`config.mk`:
```
export PLATFORM = sky130hd
export DESIGN_NAME = conv_mac_pipe_flat
export DESIGN_NICKNAME = d
export VERILOG_FILES = /design/src/rtl/conv_mac_pipe_if.sv /design/src/rtl/conv_mac_pipe.sv /design/src/flat_wrapper.sv
export SDC_FILE = /design/constraint.sdc
export NUM_CORES = 1
export LEC_CHECK = 0
export ABC_AREA = 1
export BUFFER_PORTS_ARGS = -buffer_cell sky130_fd_sc_hd__buf_2
export CELL_PAD_IN_SITES_DETAIL_PLACEMENT = 0
export CELL_PAD_IN_SITES_GLOBAL_PLACEMENT = 1
export CORE_MARGIN = 2
export CORE_UTILIZATION = 42
export DETAILED_ROUTE_END_ITERATION = 8
export HOLD_SLACK_MARGIN = 0.1
export PLACE_DENSITY_LB_ADDON = 0.1
export RECOVER_POWER = 100
export SLEW_MARGIN = 40
export SYNTH_ARGS = -nofsm -noshare
export SYNTH_HDL_FRONTEND = slang
export SYNTH_SLANG_ARGS = --single-unit
```
`constraint.sdc`:
```
create_clock -name clk -period 4.6 [get_ports clk]
set_clock_uncertainty 0.2 [all_clocks]
set_input_delay 0.23 -clock clk [delete_from_list [all_inputs] [get_ports clk]]
set_output_delay 0.23 -clock clk [all_outputs]
set_load 0.05 [all_outputs]
```
`src/rtl/conv_mac_pipe_if.sv`:
```
// Operand/result stream bundle for conv_mac_pipe: an operand (a, b, last) channel in and a
// result (data, sat) channel out, each under valid/ready.
interface conv_mac_pipe_if #(
  parameter int unsigned A_WIDTH   = 16,
  parameter int unsigned B_WIDTH   = 8,
  parameter int unsigned OUT_WIDTH = 24
);
  logic                 in_valid;
  logic                 in_ready;
  logic [A_WIDTH-1:0]   in_a;
  logic [B_WIDTH-1:0]   in_b;
  logic                 in_last;
  logic                 out_valid;
  logic                 out_ready;
  logic [OUT_WIDTH-1:0] out_data;
  logic                 out_sat;

  modport master (
    output in_valid, in_a, in_b, in_last, out_ready,
    input  in_ready, out_valid, out_data, out_sat
  );

  modport slave (
    input  in_valid, in_a, in_b, in_last, out_ready,
    output in_ready, out_valid, out_data, out_sat
  );
endinterface

```
`src/rtl/conv_mac_pipe.sv`:
```
// Pipelined signed MAC: per-window accumulation with saturation, one result per window.
// Optional macro CONV_MAC_RELU_EN clamps the final window value at zero before output.
module conv_mac_pipe #(
  parameter int unsigned A_WIDTH   = 16,
  parameter int unsigned B_WIDTH   = 8,
  parameter int unsigned NUM_STAGE = 3,
  parameter int unsigned ACC_WIDTH = 32,
  parameter int unsigned OUT_WIDTH = 24
) (
  input  logic           clk,
  input  logic           reset,
  conv_mac_pipe_if.slave bus
);
  localparam int unsigned PW = A_WIDTH + B_WIDTH;

  localparam logic [ACC_WIDTH-1:0] AccMax = {1'b0, {(ACC_WIDTH-1){1'b1}}};
  localparam logic [ACC_WIDTH-1:0] AccMin = {1'b1, {(ACC_WIDTH-1){1'b0}}};
  localparam logic [OUT_WIDTH-1:0] OutMax = {1'b0, {(OUT_WIDTH-1){1'b1}}};
  localparam logic [OUT_WIDTH-1:0] OutMin = {1'b1, {(OUT_WIDTH-1){1'b0}}};

  logic                 r_out_valid;
  logic [OUT_WIDTH-1:0] r_out_data;
  logic                 r_out_sat;
  logic [ACC_WIDTH-1:0] r_acc;
  logic                 r_first;
  logic                 r_win_sat;

  logic [PW-1:0]        r_prod [NUM_STAGE];
  logic [NUM_STAGE-1:0] r_pvld;
  logic [NUM_STAGE-1:0] r_plast;

  logic w_adv;
  assign w_adv        = !r_out_valid || bus.out_ready;
  assign bus.in_ready = w_adv;

  logic signed [PW-1:0] w_a_ext;
  logic signed [PW-1:0] w_b_ext;
  logic        [PW-1:0] w_prod;
  assign w_a_ext = $signed({{B_WIDTH{bus.in_a[A_WIDTH-1]}}, bus.in_a});
  assign w_b_ext = $signed({{A_WIDTH{bus.in_b[B_WIDTH-1]}}, bus.in_b});
  assign w_prod  = w_a_ext * w_b_ext;

  always_ff @(posedge clk or posedge reset) begin
    if (reset) begin
      for (int i = 0; i < NUM_STAGE; i++) begin
        r_prod[i] <= '0;
      end
      r_pvld  <= '0;
      r_plast <= '0;
    end else if (w_adv) begin
      r_prod[0]  <= w_prod;
      r_pvld[0]  <= bus.in_valid;
      r_plast[0] <= bus.in_last;
      for (int i = 1; i < NUM_STAGE; i++) begin
        r_prod[i]  <= r_prod[i-1];
        r_pvld[i]  <= r_pvld[i-1];
        r_plast[i] <= r_plast[i-1];
      end
    end
  end

  logic [PW-1:0]        w_p;
  logic                 w_pv;
  logic                 w_pl;
  logic [ACC_WIDTH-1:0] w_base;
  logic [ACC_WIDTH:0]   w_sum_wide;
  logic                 w_acc_ovf;
  logic [ACC_WIDTH-1:0] w_sum;
  logic [ACC_WIDTH-1:0] w_fin;
  logic                 w_out_ovf;
  logic [OUT_WIDTH-1:0] w_out;

  assign w_p  = r_prod[NUM_STAGE-1];
  assign w_pv = r_pvld[NUM_STAGE-1];
  assign w_pl = r_plast[NUM_STAGE-1];

  always_comb begin
    w_base     = r_first ? '0 : r_acc;
    // One guard bit is enough: both addends already lie in the ACC_WIDTH signed range.
    w_sum_wide = {w_base[ACC_WIDTH-1], w_base}
               + {{(ACC_WIDTH + 1 - PW){w_p[PW-1]}}, w_p};
    w_acc_ovf  = w_sum_wide[ACC_WIDTH] ^ w_sum_wide[ACC_WIDTH-1];
    w_sum      = w_acc_ovf ? (w_sum_wide[ACC_WIDTH] ? AccMin : AccMax)
                           : w_sum_wide[ACC_WIDTH-1:0];
`ifdef CONV_MAC_RELU_EN
    w_fin      = w_sum[ACC_WIDTH-1] ? '0 : w_sum;
`else
    w_fin      = w_sum;
`endif
    w_out_ovf  = !((&w_fin[ACC_WIDTH-1:OUT_WIDTH-1]) || !(|w_fin[ACC_WIDTH-1:OUT_WIDTH-1]));
    w_out      = w_out_ovf ? (w_fin[ACC_WIDTH-1] ? OutMin : OutMax) : w_fin[OUT_WIDTH-1:0];
  end

  always_ff @(posedge clk or posedge reset) begin
    if (reset) begin
      r_acc       <= '0;
      r_first     <= 1'b1;
      r_win_sat   <= 1'b0;
      r_out_valid <= 1'b0;
      r_out_data  <= '0;
      r_out_sat   <= 1'b0;
    end else if (w_adv) begin
      // Under w_adv any held result is being accepted, so valid simply tracks a new result.
      r_out_valid <= w_pv && w_pl;
      if (w_pv) begin
        if (w_pl) begin
          r_acc      <= '0;
          r_first    <= 1'b1;
          r_win_sat  <= 1'b0;
          r_out_data <= w_out;
          r_out_sat  <= r_win_sat | w_acc_ovf | w_out_ovf;
        end else begin
          r_acc     <= w_sum;
          r_first   <= 1'b0;
          r_win_sat <= r_win_sat | w_acc_ovf;
        end
      end
    end
  end

  assign bus.out_valid = r_out_valid;
  assign bus.out_data  = r_out_data;
  assign bus.out_sat   = r_out_sat;
endmodule

```
`src/flat_wrapper.sv`:
```
// flat-port wrapper written by rule: the top's interface ports become plain ports
module conv_mac_pipe_flat 
#(
  parameter int unsigned A_WIDTH   = 16,
  parameter int unsigned B_WIDTH   = 8,
  parameter int unsigned NUM_STAGE = 3,
  parameter int unsigned ACC_WIDTH = 32,
  parameter int unsigned OUT_WIDTH = 24
)
  (clk, reset, bus_in_valid, bus_in_a, bus_in_b, bus_in_last, bus_out_ready, bus_in_ready, bus_out_valid, bus_out_data, bus_out_sat);
  conv_mac_pipe_if #(.A_WIDTH(A_WIDTH), .B_WIDTH(B_WIDTH), .OUT_WIDTH(OUT_WIDTH)) bus_i ();
  input  logic clk;
  input  logic reset;
  input wire logic [$bits(bus_i.in_valid)-1:0] bus_in_valid;
  input wire logic [$bits(bus_i.in_a)-1:0] bus_in_a;
  input wire logic [$bits(bus_i.in_b)-1:0] bus_in_b;
  input wire logic [$bits(bus_i.in_last)-1:0] bus_in_last;
  input wire logic [$bits(bus_i.out_ready)-1:0] bus_out_ready;
  output wire logic [$bits(bus_i.in_ready)-1:0] bus_in_ready;
  output wire logic [$bits(bus_i.out_valid)-1:0] bus_out_valid;
  output wire logic [$bits(bus_i.out_data)-1:0] bus_out_data;
  output wire logic [$bits(bus_i.out_sat)-1:0] bus_out_sat;
  assign bus_i.in_valid = bus_in_valid;
  assign bus_i.in_a = bus_in_a;
  assign bus_i.in_b = bus_in_b;
  assign bus_i.in_last = bus_in_last;
  assign bus_i.out_ready = bus_out_ready;
  assign bus_in_ready = bus_i.in_ready;
  assign bus_out_valid = bus_i.out_valid;
  assign bus_out_data = bus_i.out_data;
  assign bus_out_sat = bus_i.out_sat;
  conv_mac_pipe #(.A_WIDTH(A_WIDTH), .B_WIDTH(B_WIDTH), .NUM_STAGE(NUM_STAGE), .ACC_WIDTH(ACC_WIDTH), .OUT_WIDTH(OUT_WIDTH)) u_core (.clk(clk), .reset(reset), .bus(bus_i));
endmodule
```
==> results.txt <==
- Result of the run: finished, violations left
- Violations in the final reports: capacitance limit, slew limit
- Routed wire per std cell: 13.9 um
* Unrepaired setup endpoints after global routing: no
- Drt total wl: 32900 um
* Top_reg_cell synth: dfrtp_1
- At the pin with the least slew margin, the transition time is 2850 ps.
* Layout-stage area growth over the synthesis result: 15.8%
* First-pass GRT wire length: 54800 um
- Critical setup path kind: flip-flop to flip-flop
- Filler cell count: 3254
* Top cells by count, synth: nand2_1 (567), inv_1 (384), dfrtp_1 (137), nor2_1 (133), fa_1 (104)
- Number of standard cells after synthesis: 1841
- Overall via count from detail_route: 11.0k
* Gp weighted congestion: 0.876
* Sequential fraction of the synthesis area: 26.2%
* Count of flip-flops with a built-in enable after synthesis: 0
* Warnings from Yosys: 0
* Number of setup violations in the final report: 0
- Entering global routing, the biggest net connects 77 pins.
- The synthesized design contains 138 register bits.
- Number of remaining DRC errors: 0
* Max-cap violations: 2
- TritonCTS built the clock tree.
- The first detailed-routing pass took 5 iterations.
- Worst Hold Class: input pin to flip-flop
* Detailed placer's ending HPWL: 25900 um
* Number of rows created at floorplan: 64
- TritonCTS Sinks: 138
- In this run, CTS created clock tree buffers numbering 17.
* Fin crit share: 94.6%
- Number of hold-slack violations in the final timing report: 0
- At the end of the flow, the number of nets in the layout was 2168.
- IO Count: 56
- Total routing resource utilization after global routing: 20.7%
- Dividing the synthesized area by the synthesized cell count gives 7.15 um^2.
- Counting I/O delays and the setup requirement, the final critical path takes 4350 ps.
- Summed over all layers, the global routing overflow is 0.
- The top cell type by area accounts for 26.0% of the synthesized area.
* Clock latency on the worst-skew pair: 440 ps
* Critical Path Start Type: flip-flop
* Die Outline Area: 32800 um^2
- Max Transition Viols Final: 126
- The H-tree generated during clock tree synthesis spans 4 levels.
- Yosys instantiated no cell more often than nand2_1.
- The clock passes through at most 2 buffers.
- Overall die height: 181 um
* Clk root buf: clkbuf_16
- Via count of the first global-routing pass: 11.1k
- Post-layout instance area: 15200 um^2
- From left edge to right edge, the die measures 181 um.
* Top fanout value on the critical path: 17
* Biggest area consumer among synthesized cells: dfrtp_1
- Post-detailed-placement cell area: 14500 um^2
- Number of inserted diodes: 0
* Number of nets with antenna violations after routing: 0
- Hold slack final: 170 ps
- Input and output buffers added on the ports amount to 55.
* Initial antenna violation count: 0
- In the synthesized netlist the async set-or-reset flop fraction comes to 100%.
- Ranked by total cell area, the synthesized netlist is headed by dfrtp_1 (26%), nand2_1 (16%), fa_1 (16%).
- The worst pin sits at a relative slew slack of -90.2%.
- STA classifies the critical path endpoint as a flip-flop.
- Mean number of vias per cell: 4.64
* Initial core utilization: 42.8%
- In this run, distinct cell masters in the synthesized netlist total 42.
* Clock-pin slew of the registers on the worst-case setup and hold paths: 60 ps
* Data required time at the worst endpoint: 4720 ps
- Critical path data arrival time: 4470 ps
- After the first detailed-routing iteration, the DRC count stood at 503.
- Highest attainable clock frequency: 230 MHz
* Number of nets in the synthesized netlist: 2053
- Share of layout cells above drive strength 1: 14.0%
- The floorplan step defined a core boundary enclosing 30700 um^2.
* Summed instance area of the synthesized netlist: 13200 um^2
-- timing repair --
action                                  CTS  global route
hold buffers                              4             0
pin swaps                                 0            10
cloned                                    0             4
buffers inserted                          0             3
gates resized for setup                   1            36
endpoints found under the setup margin    2            33
hold endpoints to repair                 77             0
-- state kept, by name, indices dropped and copies added (netlist names), 3 cells and up --
name / cells
u_core.r_prod: 48
u_core.r_acc: 32
u_core.bus.out_data: 24
u_core.w_p: 24
u_core.r_plast: 3
u_core.r_pvld: 3
-- layout make-up --
cell class,instances,area (um^2),share of cell area [%]
inverters,391,1470,9.65
multi-input cells,1244,8070,53.0
repair buffers,164,1130,7.39
flip-flops and latches,138,3450,22.7
clock inverters,14,184,1.21
clock buffers,18,439,2.88
well taps,396,495,3.25
-- cell families (layout without fill, tap and decap cells) --
group	Yosys count	after routing	synth area share, %
buffers and inverters	462	587	13.5
AO/OA/AOI/OAI	169	169	7.69
AND/OR/NAND/NOR	860	863	27.3
flip-flops	138	138	26.2
XOR/XNOR	29	29	1.93
adder cells (fa/ha/maj)	183	183	23.3
-- stage by stage --
| step | utilization, % | TNS, ps | setup slack, ps | std cells |
|---|---|---|---|---|
| finish | 49.6 | 0 | 247 | 2365 |
| detailed placement | 47.2 | -1680 | -293 | 2322 |
| global placement | 47.2 | -1120 | -284 | 2322 |
| CTS | 49.3 | 0 | 66.5 | 2358 |
| global route | 49.6 | 0 | 6.52 | 2365 |
| floorplan | - | 0 | 5.15 | 1841 |
-- worst paths after layout --
kind	slack [ps]	start	depth (start not counted)	to
max in group asynchronous	1050	reset	4	u_core.r_prod[45]$_DFFE_PP0N_
worst max register to register	250	u_core.r_first$_DFFE_PP1P_	24	u_core.bus.out_data[14]$_DFFE_PP0P_
min in group asynchronous	1150	reset	3	u_core.bus.out_data[5]$_DFFE_PP0P_
worst min-delay path	170	bus_in_b[0]	4	u_core.r_prod[48]$_DFFE_PP0N_
worst min register to register	260	u_core.r_prod[70]$_DFFE_PP0N_	2	u_core.r_prod[46]$_DFFE_PP0N_
worst max-delay path	250	u_core.r_first$_DFFE_PP1P_	24	u_core.bus.out_data[14]$_DFFE_PP0P_
-- worst max-delay path, cell delays in order, from the launching register on --
cell     delay [ps]
dfstp_2         610
buf_12          180
nor2_1           70
ha_1            240
fa_1            450
nand3_1         130
nand3_2         120
nand2_1         100
nand2_2         100
nand2_2         100
nand2_4          70
nand2_4          90
nand3_2         100
nand2_1          90
inv_1            50
ha_1            300
inv_2            80
buf_4           180
nand3_1         110
nand3_1         100
nor2_1          120
nand2_1         120
a21oi_4         190
buf_4           240
a21oi_2          70
-- metal layers --
layer	up-vias	track usage [%]	wire length (um)
li1	5743	-	-
met1	5043	26.1	14800
met2	154	37.6	16700
met3	31	2.68	880
met4	0	4.65	473
met5	-	0	0
-- cells in the final DEF (no fill, tap or decap), drive strengths merged, types with 2 or more instances in the layout --
cell type and instances:
fa 104, nand3 82, xnor2 10, nand3b 5, o21ai 69, a21boi 2, bufinv 3, a31oi 12
clkinvlp 4, nor4 2, buf 122, clkbuf 56, clkinv 3, dlygate4sd3 3, nand2 608, dfrtp 137
o31ai 3, or2 8, xor2 19, nor2 146, o22ai 15, a21oi 62, nor3 4, inv 395
ha 79, nand4 5, and2 3, a21o 3
Power is not shown: default switching activity piles up to over one toggle a cycle in this logic, so the estimate is an artifact.
